--- src/rtl/tlb_multiport_if.sv ---
`default_nettype none
// +--------------------------------------------------------------------+
// | tlb_multiport_if : entry type package and lookup-port bus          |
// | Revision: 1.0                                                      |
// +--------------------------------------------------------------------+

package tlb_multiport_pkg;

    // ASID field is sized for the widest MIPS32 ASID; narrower ASID_W uses the low bits.
    typedef struct packed {
        logic [18:0] vpn2;
        logic [7:0]  asid;
        logic        g;
        logic [19:0] pfn0;
        logic [2:0]  c0;
        logic        d0;
        logic        v0;
        logic [19:0] pfn1;
        logic [2:0]  c1;
        logic        d1;
        logic        v1;
    } tlb_entry_t;

endpackage

interface tlb_lookup_if #(
    parameter int LOOKUP_PORTS = 2,
    parameter int IDX_W        = 4,
    parameter int ASID_W       = 8
);
    logic [LOOKUP_PORTS-1:0]       lk_valid;
    logic [32*LOOKUP_PORTS-1:0]    lk_vaddr;
    logic [ASID_W-1:0]             cur_asid;
    logic [LOOKUP_PORTS-1:0]       res_valid;
    logic [32*LOOKUP_PORTS-1:0]    res_paddr;
    logic [LOOKUP_PORTS-1:0]       res_miss;
    logic [LOOKUP_PORTS-1:0]       res_v;
    logic [LOOKUP_PORTS-1:0]       res_d;
    logic [LOOKUP_PORTS-1:0]       res_multi;
    logic [3*LOOKUP_PORTS-1:0]     res_c;
    logic [IDX_W*LOOKUP_PORTS-1:0] res_index;

    modport master (
        output lk_valid, lk_vaddr, cur_asid,
        input  res_valid, res_paddr, res_miss, res_v, res_d, res_multi, res_c, res_index
    );

    modport slave (
        input  lk_valid, lk_vaddr, cur_asid,
        output res_valid, res_paddr, res_miss, res_v, res_d, res_multi, res_c, res_index
    );
endinterface

`default_nettype wire

--- src/rtl/tlb_multiport.sv ---
`default_nettype none
// +--------------------------------------------------------------------+
// | tlb_multiport : fully associative MIPS32 JTLB, N lookup ports      |
// | Revision: 1.0                                                      |
// +--------------------------------------------------------------------+

module tlb_multiport
    import tlb_multiport_pkg::*;
#(
    parameter int ENTRIES      = 16,
    parameter int LOOKUP_PORTS = 2,
    parameter int ASID_W       = 8,
    localparam int IDX_W       = $clog2(ENTRIES)
) (
    input  logic              clk,
    input  logic              reset,
    tlb_lookup_if.slave       lk,
    input  logic              wr_en,
    input  logic              wr_rand,
    input  logic [IDX_W-1:0]  wr_index,
    input  tlb_entry_t        wr_entry,
    input  logic [IDX_W-1:0]  rd_index,
    output tlb_entry_t        rd_entry,
    input  logic              probe_req,
    input  logic [31:0]       probe_hi,
    output logic [31:0]       probe_index,
    input  logic              wired_we,
    input  logic [IDX_W-1:0]  wired_wdata,
    output logic [IDX_W-1:0]  random
);

    localparam logic [IDX_W-1:0] TOP_IDX  = IDX_W'(ENTRIES - 1);
    localparam logic [31:0]      PROBE_MISS = 32'h8000_0000;

    tlb_entry_t              r_entries [ENTRIES];
    logic [ENTRIES-1:0]      r_present;
    logic [IDX_W-1:0]        r_wired;
    logic [IDX_W-1:0]        r_random;

    logic [ENTRIES-1:0]      w_match [LOOKUP_PORTS];
    logic [LOOKUP_PORTS-1:0] w_hit;
    logic [LOOKUP_PORTS-1:0] w_multi;
    logic [IDX_W-1:0]        w_idx   [LOOKUP_PORTS];
    logic [31:0]             w_paddr [LOOKUP_PORTS];
    logic [2:0]              w_c     [LOOKUP_PORTS];
    logic [LOOKUP_PORTS-1:0] w_v;
    logic [LOOKUP_PORTS-1:0] w_d;

    logic [ENTRIES-1:0]      w_probe_match;
    logic                    w_probe_hit;
    logic [IDX_W-1:0]        w_probe_idx;
    logic                    w_probe_unused;

    assign w_probe_unused = ^probe_hi[12:ASID_W];
    assign rd_entry       = r_entries[rd_index];
    assign random         = r_random;

    function automatic logic f_match(input tlb_entry_t e, input logic present,
                                     input logic [18:0] vpn2, input logic [ASID_W-1:0] asid);
        return present && (e.vpn2 == vpn2) && (e.g || (e.asid[ASID_W-1:0] == asid));
    endfunction

    // Match and priority-select per port; lowest matching index wins.
    always_comb begin
        tlb_entry_t sel;
        logic       page;
        logic [31:0] vaddr;
        sel = '0;
        page = 1'b0;
        vaddr = '0;
        for (int p = 0; p < LOOKUP_PORTS; p++) begin
            vaddr = lk.lk_vaddr[32*p +: 32];
            for (int e = 0; e < ENTRIES; e++) begin
                w_match[p][e] = f_match(r_entries[e], r_present[e], vaddr[31:13], lk.cur_asid);
            end
            w_hit[p]   = |w_match[p];
            w_multi[p] = |(w_match[p] & (w_match[p] - ENTRIES'(1)));
            w_idx[p]   = '0;
            for (int e = ENTRIES - 1; e >= 0; e--) begin
                if (w_match[p][e]) begin
                    w_idx[p] = IDX_W'(e);
                end
            end
            sel  = r_entries[w_idx[p]];
            page = vaddr[12];
            w_paddr[p] = '0;
            w_c[p]     = '0;
            w_v[p]     = 1'b0;
            w_d[p]     = 1'b0;
            if (w_hit[p]) begin
                w_paddr[p] = {(page ? sel.pfn1 : sel.pfn0), vaddr[11:0]};
                w_c[p]     = page ? sel.c1 : sel.c0;
                w_v[p]     = page ? sel.v1 : sel.v0;
                w_d[p]     = page ? sel.d1 : sel.d0;
            end
        end
    end

    always_comb begin
        for (int e = 0; e < ENTRIES; e++) begin
            w_probe_match[e] = f_match(r_entries[e], r_present[e], probe_hi[31:13],
                                       probe_hi[ASID_W-1:0]);
        end
        w_probe_hit = |w_probe_match;
        w_probe_idx = '0;
        for (int e = ENTRIES - 1; e >= 0; e--) begin
            if (w_probe_match[e]) begin
                w_probe_idx = IDX_W'(e);
            end
        end
    end

    always_ff @(posedge clk) begin
        if (reset) begin
            lk.res_valid <= '0;
            lk.res_paddr <= '0;
            lk.res_miss  <= '0;
            lk.res_v     <= '0;
            lk.res_d     <= '0;
            lk.res_multi <= '0;
            lk.res_c     <= '0;
            lk.res_index <= '0;
        end else begin
            lk.res_valid <= lk.lk_valid;
            for (int p = 0; p < LOOKUP_PORTS; p++) begin
                if (lk.lk_valid[p]) begin
                    lk.res_paddr[32*p +: 32]       <= w_paddr[p];
                    lk.res_miss[p]                 <= ~w_hit[p];
                    lk.res_v[p]                    <= w_v[p];
                    lk.res_d[p]                    <= w_d[p];
                    lk.res_multi[p]                <= w_multi[p];
                    lk.res_c[3*p +: 3]             <= w_c[p];
                    lk.res_index[IDX_W*p +: IDX_W] <= w_idx[p];
                end
            end
        end
    end

    always_ff @(posedge clk) begin
        if (reset) begin
            probe_index <= PROBE_MISS;
        end else if (probe_req) begin
            probe_index <= w_probe_hit ? {{(32-IDX_W){1'b0}}, w_probe_idx} : PROBE_MISS;
        end
    end

    // TLBWI takes precedence over TLBWR when both are requested.
    always_ff @(posedge clk) begin
        if (reset) begin
            r_present <= '0;
            for (int e = 0; e < ENTRIES; e++) begin
                r_entries[e] <= '0;
            end
        end else if (wr_en) begin
            r_entries[wr_index] <= wr_entry;
            r_present[wr_index] <= 1'b1;
        end else if (wr_rand) begin
            r_entries[r_random] <= wr_entry;
            r_present[r_random] <= 1'b1;
        end
    end

    always_ff @(posedge clk) begin
        if (reset) begin
            r_wired  <= '0;
            r_random <= TOP_IDX;
        end else if (wired_we) begin
            r_wired  <= wired_wdata;
            r_random <= TOP_IDX;
        end else if (r_random <= r_wired) begin
            r_random <= TOP_IDX;
        end else begin
            r_random <= r_random - IDX_W'(1);
        end
    end

endmodule

`default_nettype wire

--- src/flat_wrapper.sv ---
// flat-port wrapper written by rule: the top's interface ports become plain ports
module tlb_multiport_flat import tlb_multiport_pkg::*;
#(
    parameter int ENTRIES      = 16,
    parameter int LOOKUP_PORTS = 2,
    parameter int ASID_W       = 8,
    localparam int IDX_W       = $clog2(ENTRIES)
)
  (clk, reset, wr_en, wr_rand, wr_index, wr_entry, rd_index, rd_entry, probe_req, probe_hi, probe_index, wired_we, wired_wdata, random, lk_lk_valid, lk_lk_vaddr, lk_cur_asid, lk_res_valid, lk_res_paddr, lk_res_miss, lk_res_v, lk_res_d, lk_res_multi, lk_res_c, lk_res_index);
  tlb_lookup_if #(.LOOKUP_PORTS(LOOKUP_PORTS), .IDX_W((4)), .ASID_W(ASID_W)) lk_i ();
  input  logic clk;
  input  logic reset;
  input  logic wr_en;
  input  logic wr_rand;
  input  logic [IDX_W-1:0] wr_index;
  input  tlb_entry_t wr_entry;
  input  logic [IDX_W-1:0] rd_index;
  output tlb_entry_t rd_entry;
  input  logic probe_req;
  input  logic [31:0] probe_hi;
  output logic [31:0] probe_index;
  input  logic wired_we;
  input  logic [IDX_W-1:0] wired_wdata;
  output logic [IDX_W-1:0] random;
  input wire logic [$bits(lk_i.lk_valid)-1:0] lk_lk_valid;
  input wire logic [$bits(lk_i.lk_vaddr)-1:0] lk_lk_vaddr;
  input wire logic [$bits(lk_i.cur_asid)-1:0] lk_cur_asid;
  output wire logic [$bits(lk_i.res_valid)-1:0] lk_res_valid;
  output wire logic [$bits(lk_i.res_paddr)-1:0] lk_res_paddr;
  output wire logic [$bits(lk_i.res_miss)-1:0] lk_res_miss;
  output wire logic [$bits(lk_i.res_v)-1:0] lk_res_v;
  output wire logic [$bits(lk_i.res_d)-1:0] lk_res_d;
  output wire logic [$bits(lk_i.res_multi)-1:0] lk_res_multi;
  output wire logic [$bits(lk_i.res_c)-1:0] lk_res_c;
  output wire logic [$bits(lk_i.res_index)-1:0] lk_res_index;
  assign lk_i.lk_valid = lk_lk_valid;
  assign lk_i.lk_vaddr = lk_lk_vaddr;
  assign lk_i.cur_asid = lk_cur_asid;
  assign lk_res_valid = lk_i.res_valid;
  assign lk_res_paddr = lk_i.res_paddr;
  assign lk_res_miss = lk_i.res_miss;
  assign lk_res_v = lk_i.res_v;
  assign lk_res_d = lk_i.res_d;
  assign lk_res_multi = lk_i.res_multi;
  assign lk_res_c = lk_i.res_c;
  assign lk_res_index = lk_i.res_index;
  tlb_multiport #(.ENTRIES(ENTRIES), .LOOKUP_PORTS(LOOKUP_PORTS), .ASID_W(ASID_W)) u_core (.clk(clk), .reset(reset), .lk(lk_i), .wr_en(wr_en), .wr_rand(wr_rand), .wr_index(wr_index), .wr_entry(wr_entry), .rd_index(rd_index), .rd_entry(rd_entry), .probe_req(probe_req), .probe_hi(probe_hi), .probe_index(probe_index), .wired_we(wired_we), .wired_wdata(wired_wdata), .random(random));
endmodule
--- config.mk ---
export PLATFORM = sky130hd
export DESIGN_NAME = tlb_multiport_flat
export DESIGN_NICKNAME = d
export VERILOG_FILES = /design/src/rtl/tlb_multiport_if.sv /design/src/rtl/tlb_multiport.sv /design/src/flat_wrapper.sv
export SDC_FILE = /design/constraint.sdc
export NUM_CORES = 2
export LEC_CHECK = 0
export CAP_MARGIN = 20
export CORE_MARGIN = 5
export CORE_UTILIZATION = 35
export DETAILED_ROUTE_END_ITERATION = 8
export MAX_ROUTING_LAYER = met4
export SLEW_MARGIN = 20
export SYNTH_ARGS = -nofsm -noshare
export SYNTH_HDL_FRONTEND = slang
export SYNTH_SLANG_ARGS = --single-unit
export TNS_END_PERCENT = 1
--- constraint.sdc ---
create_clock -name clk -period 8.58 [get_ports clk]
set_clock_uncertainty 0.05 [all_clocks]
set_input_delay 0.858 -clock clk [delete_from_list [all_inputs] [get_ports clk]]
set_output_delay 0.858 -clock clk [all_outputs]
set_load 0.005 [all_outputs]
# == After elaboration in Yosys (flattened, before gate mapping) ==
# Memory sizes are Yosys's and may differ from the RTL's.
# Index checks and enable logic that the tools add are counted.
# totals
ff_bits,144
mem_bits_rw,1248
in_bits,202
output_inout_bits,202
word_cells,339
n_memories,1
# classes
n_addsub,3
order_cmp,5
eq_ne,80
n_mux,86
n_bitwise,6
n_reduce_logical,139
# mem_list
memory,words,width,read_ports,rd_ports_with_merged_regs,wr,line,rtl
u_core.r_entries,16,78,19,0,16,tlb_multiport.sv:35,tlb_entry_t r_entries [ENTRIES];
# ops
cell,count
equality test 19 bit,48
equality test 8 bit,32
two-way mux 4 bit,50
two-way mux 78 bit,2
OR reduction 78 bit,2
logical AND 1 bit,98
two-way mux 32 bit,3
OR reduction 16 bit,5
two-way mux 20 bit,2
AND 16 bit,2
logical OR 1 bit,32
two-way mux 16 bit,2
bitwise OR 16 bit,2
subtractor 16 x 1 -> 16 bit (second input constant),2
two-way mux 1 bit,21
two-way mux 3 bit,4
< comparator 4 x 5 -> 1 bit (second input constant),2
demux 1 bit (select 4 bit),2
>= comparator 4 x 1 -> 1 bit (second input constant),2
<= comparator 4 bit,1
subtractor 4 x 1 -> 4 bit (second input constant),1
OR reduction 3 bit,1
inverter 1 bit,2
nonzero test 2 bit,1

# == Depth between registers and ports, before layout ==
# An unclocked memory read counts as a cell.
# depth
ltp_word,22
depth_mapped,19
ltp_nobuf,13

# == Worst setup path before layout ==
# Ideal clock, no wire load.
# synth_timing
kind,input -> register
startpoint,input lk_lk_vaddr[31]
endpoint,register u_core.lk.res_c[2]
setup_ns,0.129
t_arrival_ns,3.939
t_required_ns,8.401
setup_slack_ns,4.462
path_stages,17
path_buffers,4
cell_sequence,buf_2 -> buf_2 -> xnor2_1 -> nand4_1 -> nor4_1 -> nand4_1 -> a21o_1 -> a21o_2 -> o21ai_2 -> buf_6 -> buf_2 -> mux2_2 -> nor2_1 -> a211oi_1 -> a211o_1 -> a31oi_1 -> o211ai_1
# synth_between
elab_chain_cells,22
elab_cells_between_ends,68
cone_classes,eq/ne: 16; mux: 18; reduce/logical: 33; memory: 1
# synth_rtl
element,line,rtl
"start, declared",flat_wrapper.sv:26,input wire logic [$bits(lk_i.lk_vaddr)-1:0] lk_lk_vaddr;
equality test 19 bit,tlb_multiport.sv:60,return present && (e.vpn2 == vpn2) && (e.g || (e.asid[ASID_W-1:0] == asid));
logical AND 1 bit (2 in series),tlb_multiport.sv:60,
two-way mux 4 bit (16 in series),tlb_multiport.sv:80,if (w_match[p][e]) begin
memory read (16 x 78 bit),n/a,
two-way mux 3 bit,tlb_multiport.sv:92,w_c[p] = page ? sel.c1 : sel.c0;
two-way mux 3 bit (*),tlb_multiport.sv:90,if (w_hit[p]) begin
"end signal, assigned by index",tlb_multiport.sv:132,lk.res_c[3*p +: 3] <= w_c[p];
"end, declared",tlb_multiport_if.sv:50,"output res_valid, res_paddr, res_miss, res_v, res_d, res_multi, res_c, res_index"
# Every way passes the cells marked *; elsewhere a longest branch is shown, timed or not.
# A chain may end at the register's enable or synchronous reset.

# == Worst setup path in the final report ==
# layout_timing
startpoint,input lk_lk_vaddr[55]
endpoint,register u_core.lk.res_paddr[52]
# layout_between
elab_chain_cells,22
elab_cells_between_ends,68
cone_classes,eq/ne: 16; mux: 18; reduce/logical: 33; memory: 1
# layout_rtl
element,line,rtl
equality test 19 bit,tlb_multiport.sv:60,
logical AND 1 bit (2 in series),tlb_multiport.sv:60,
two-way mux 4 bit (16 in series),tlb_multiport.sv:80,
memory read (16 x 78 bit),n/a,
two-way mux 20 bit,tlb_multiport.sv:91,"w_paddr[p] = {(page ? sel.pfn1 : sel.pfn0), vaddr[11:0]};"
two-way mux 32 bit (*),tlb_multiport.sv:90,
"end signal, assigned by index",tlb_multiport.sv:127,lk.res_paddr[32*p +: 32] <= w_paddr[p];
"end, declared",tlb_multiport_if.sv:50,
# Marks and branches as above.

==> impl_metrics.toml <==
[run_status]
status = "completed"

[grt]
gr-total-overflow = 0
grt_pass1_vias = 68500
track_usage = 0.319
grt_pass1_wl_mm = 573
antenna_found_initial = 63
grt_max_degree = 116

[floorplanning]
dieWidth_um = 514
core_area_um2 = 254000
die_h_um = 514
start_util = 0.351
io_pins = 404
rows = 185
dieArea_um2 = 265000

[worst_setup_path]
worst-path-max-fanout = 10
arrival_ns = 7.23
critical-path-max-stage-delay_ns = 1.22
startpoint_type = "primary input"
crit_type = "primary input to flip-flop"
reg2reg_depth = 11
r2r_start = "u_core.r_entries[5][75]"
cp-endpoint = "u_core.lk.res_paddr[52]"
worst-path-buf-inv = 3
reg2reg_slack_ns = 2.57
cp_slowest_cell = "clkdlybuf4s50_1"
cp.depth = 15
crit_family = "simple AND/OR/NAND/NOR gates"
reg2reg_to = "u_core.lk.res_paddr[12]"
cp_cell_sequence = "clkdlybuf4s50_1, buf_4, xnor2_1, nand4_1, nor4_1, nand4_1, and2_1, and2_1, nand2_1, nand3_1, buf_4, a221o_1, a221oi_1, o31ai_1, nand3_1"
required_ns = 9.33
endpoint_kind = "flip-flop"
crit_start = "lk_lk_vaddr[55]"

[routing]
via_per_inst = 6.33
routedWlPerCell_um = 38.0
firstDrtPassIters = 6
drc = 0
drt-total-wl_mm = 425
num_vias = 71000
final_antenna_net_count = 0
drt_iter0_drc = 11900

[synthesis]
synth_compound_area_frac = 0.0676
synth_top_family_by_area = "multiplexers"
synthTopCellsByCount = "and2_1, edfxtp_1, xnor2_1"
synth-simple-area-share = 0.151
synth_fa_ha_area_frac = 0.00135
synth.most_common_cell = "and2_1"
synth_edf_count = 1248
syn_area_per_cell_um2 = 11.8
synthArstFlopShare = 0
seq_area_frac_synth = 0.447
synth_area_leader_cell = "edfxtp_1"
synthXorXnorAreaFrac = 0.115
syn_inst = 7547
synth_top_area_frac = 0.421
ys_ff_latch = 1365
ys_warn_count = 0
synth.cell_area_um2 = 89000
ys_top_cells_by_area = "edfxtp_1, mux4_2, and2_1"
synthMuxAreaShare = 0.178
synth_cell_types = 80
synth_ff_type = "edfxtp_1"

[cts]
clock-root-buffer = "clkbuf_16"
cts_resized = 0
cts_buffer_depth = 3
path_clk_slew_ns = 0.06
cts.htree.levels = 4
clock_sinks = 1365
clock_latency_ns = 0.90
postCtsSetupBuffers = 0
numCtsBuffers = 163
hold_buffers = 0
cts_tree = "done"

[sta]
tns_ns = 0
rsz0062_at_grt = "false"
fmax_mhz = 154
post-route-min-period_ns = 6.48
max_slew_margin = 0.149
hold_viol_final = 0
fin_crit_sh = 0.755
holdWs_ns = 0.413
worst_pin_slew_ns = 1.28
slew_violations = 0
setup_viol = 0

[cells_and_area]
drive_gt1_frac = 0.156
area_delta_synth_final_pct = 14.6
multi_input_area_um2 = 46200
nFillCells = 23900
nets = 7857
regArea_um2 = 39800

[pwr]
p_clk_frac = 0.423
p_int_mw = 12.8
switching_share = 0.280
p_sw_mw = 4.97
p_leak_nw = 35.2
power_frac_comb = 0.133
ir_drop_uv = 224
power_mw = 17.8
seqPwrFrac = 0.444
p_per_area_nw_per_um2 = 174

[placement]
place.gp.congestion = 1.02
port_buffers = 371
dp_hpwl_mm = 276

[job]
drv_cap = 0

[hold_path]
hp-class = "flip-flop to flip-flop"
## final cells by class
cell class	instances	area share
Clock inverter	96	0.0139
Antenna cell	56	0.00137
Timing Repair Buffer	636	0.0574
Sequential cell	1365	0.390
Tap cell	3366	0.0413
Clock buffer	209	0.0424
Inverter	16	0.000589
Multi-Input combinational cell	5465	0.453
## worst min-delay path by stage
stage                             from  cells past startpoint  slack, ns                       to
4_1_cts                          reset                      2       0.38  u_core.lk.res_paddr[41]
6_report         u_core.probe_index[0]                      2       0.41    u_core.probe_index[0]
3_5_place_dp     u_core.probe_index[0]                      2       0.40    u_core.probe_index[0]
5_1_grt                          reset                      2       0.42      u_core.r_present[3]
2_1_floorplan  u_core.lk.res_paddr[44]                      2       0.40  u_core.lk.res_paddr[44]
3_3_place_gp     u_core.probe_index[3]                      2       0.40    u_core.probe_index[3]
## cell families after synthesis
kind of cell | after synthesis
AO/OA/AOI/OAI | 827
other | 1
buffers and inverters | 743
AND/OR/NAND/NOR | 2355
flip-flops | 1365
multiplexers | 1076
adder cells (fa/ha/maj) | 10
XOR/XNOR | 1170
## registers in the layout, summed over array words and instances (netlist names)
name / flops
u_core.lk.res_c: 6
u_core.lk.res_d: 2
u_core.lk.res_index: 8
u_core.lk.res_miss: 2
u_core.lk.res_multi: 2
u_core.lk.res_paddr: 64
u_core.lk.res_v: 2
u_core.lk.res_valid: 2
u_core.probe_index: 5
u_core.r_entries: 1248
u_core.r_present: 16
u_core.r_wired: 4
u_core.random: 4
## power groups by stage
stage | sequential, mW | combinational (mW) | clock, mW
floorplan | 7.86 | 1.31 | 0
global placement | 7.98 | 2.29 | 0
detailed placement | 8.00 | 2.29 | 0
CTS | 7.86 | 2.30 | 7.55
global route | 7.89 | 2.42 | 7.81
finish | 7.88 | 2.36 | 7.51
## cells in the final DEF, fill, tap and decap left out, types with 129 or more instances in the layout
| cell type | count |
|---|---|
| a21oi_1 | 129 |
| and2_1 | 1284 |
| buf_4 | 234 |
| clkbuf_16 | 164 |
| clkdlybuf4s50_1 | 318 |
| edfxtp_1 | 1248 |
| mux2_2 | 177 |
| mux2i_1 | 507 |
| mux4_2 | 390 |
| nand2_1 | 209 |
| nand4_1 | 178 |
| nor2_1 | 244 |
| nor4_1 | 158 |
| xnor2_1 | 600 |
| xor2_1 | 570 |
## worst min-delay path: stages (launching register included)
cell and delay (ns):
dfxtp_1 0.31, nand2_1 0.06, a21oi_1 0.05
## metrics by stage
step	utilization	worst slack, ns	area [um^2]	cells
final	0.402	2.10	102000	11200
after global routing	0.402	2.19	102000	11200
after CTS	0.402	2.45	102000	11200
after detailed placement	0.379	1.57	96100	10800
after global placement	0.379	1.55	96100	10800
after floorplan	-	4.46	89100	7573
## per-layer routing
metal | up-vias | global-route usage | wire [um]
met5 | - | - | 0
li1 | 28100 | - | -
met4 | 0 | 0.228 | 37700
met1 | 35600 | 0.390 | 155000
met2 | 5722 | 0.459 | 181000
met3 | 1474 | 0.0803 | 51200
Power figures use the tool's default switching activity.
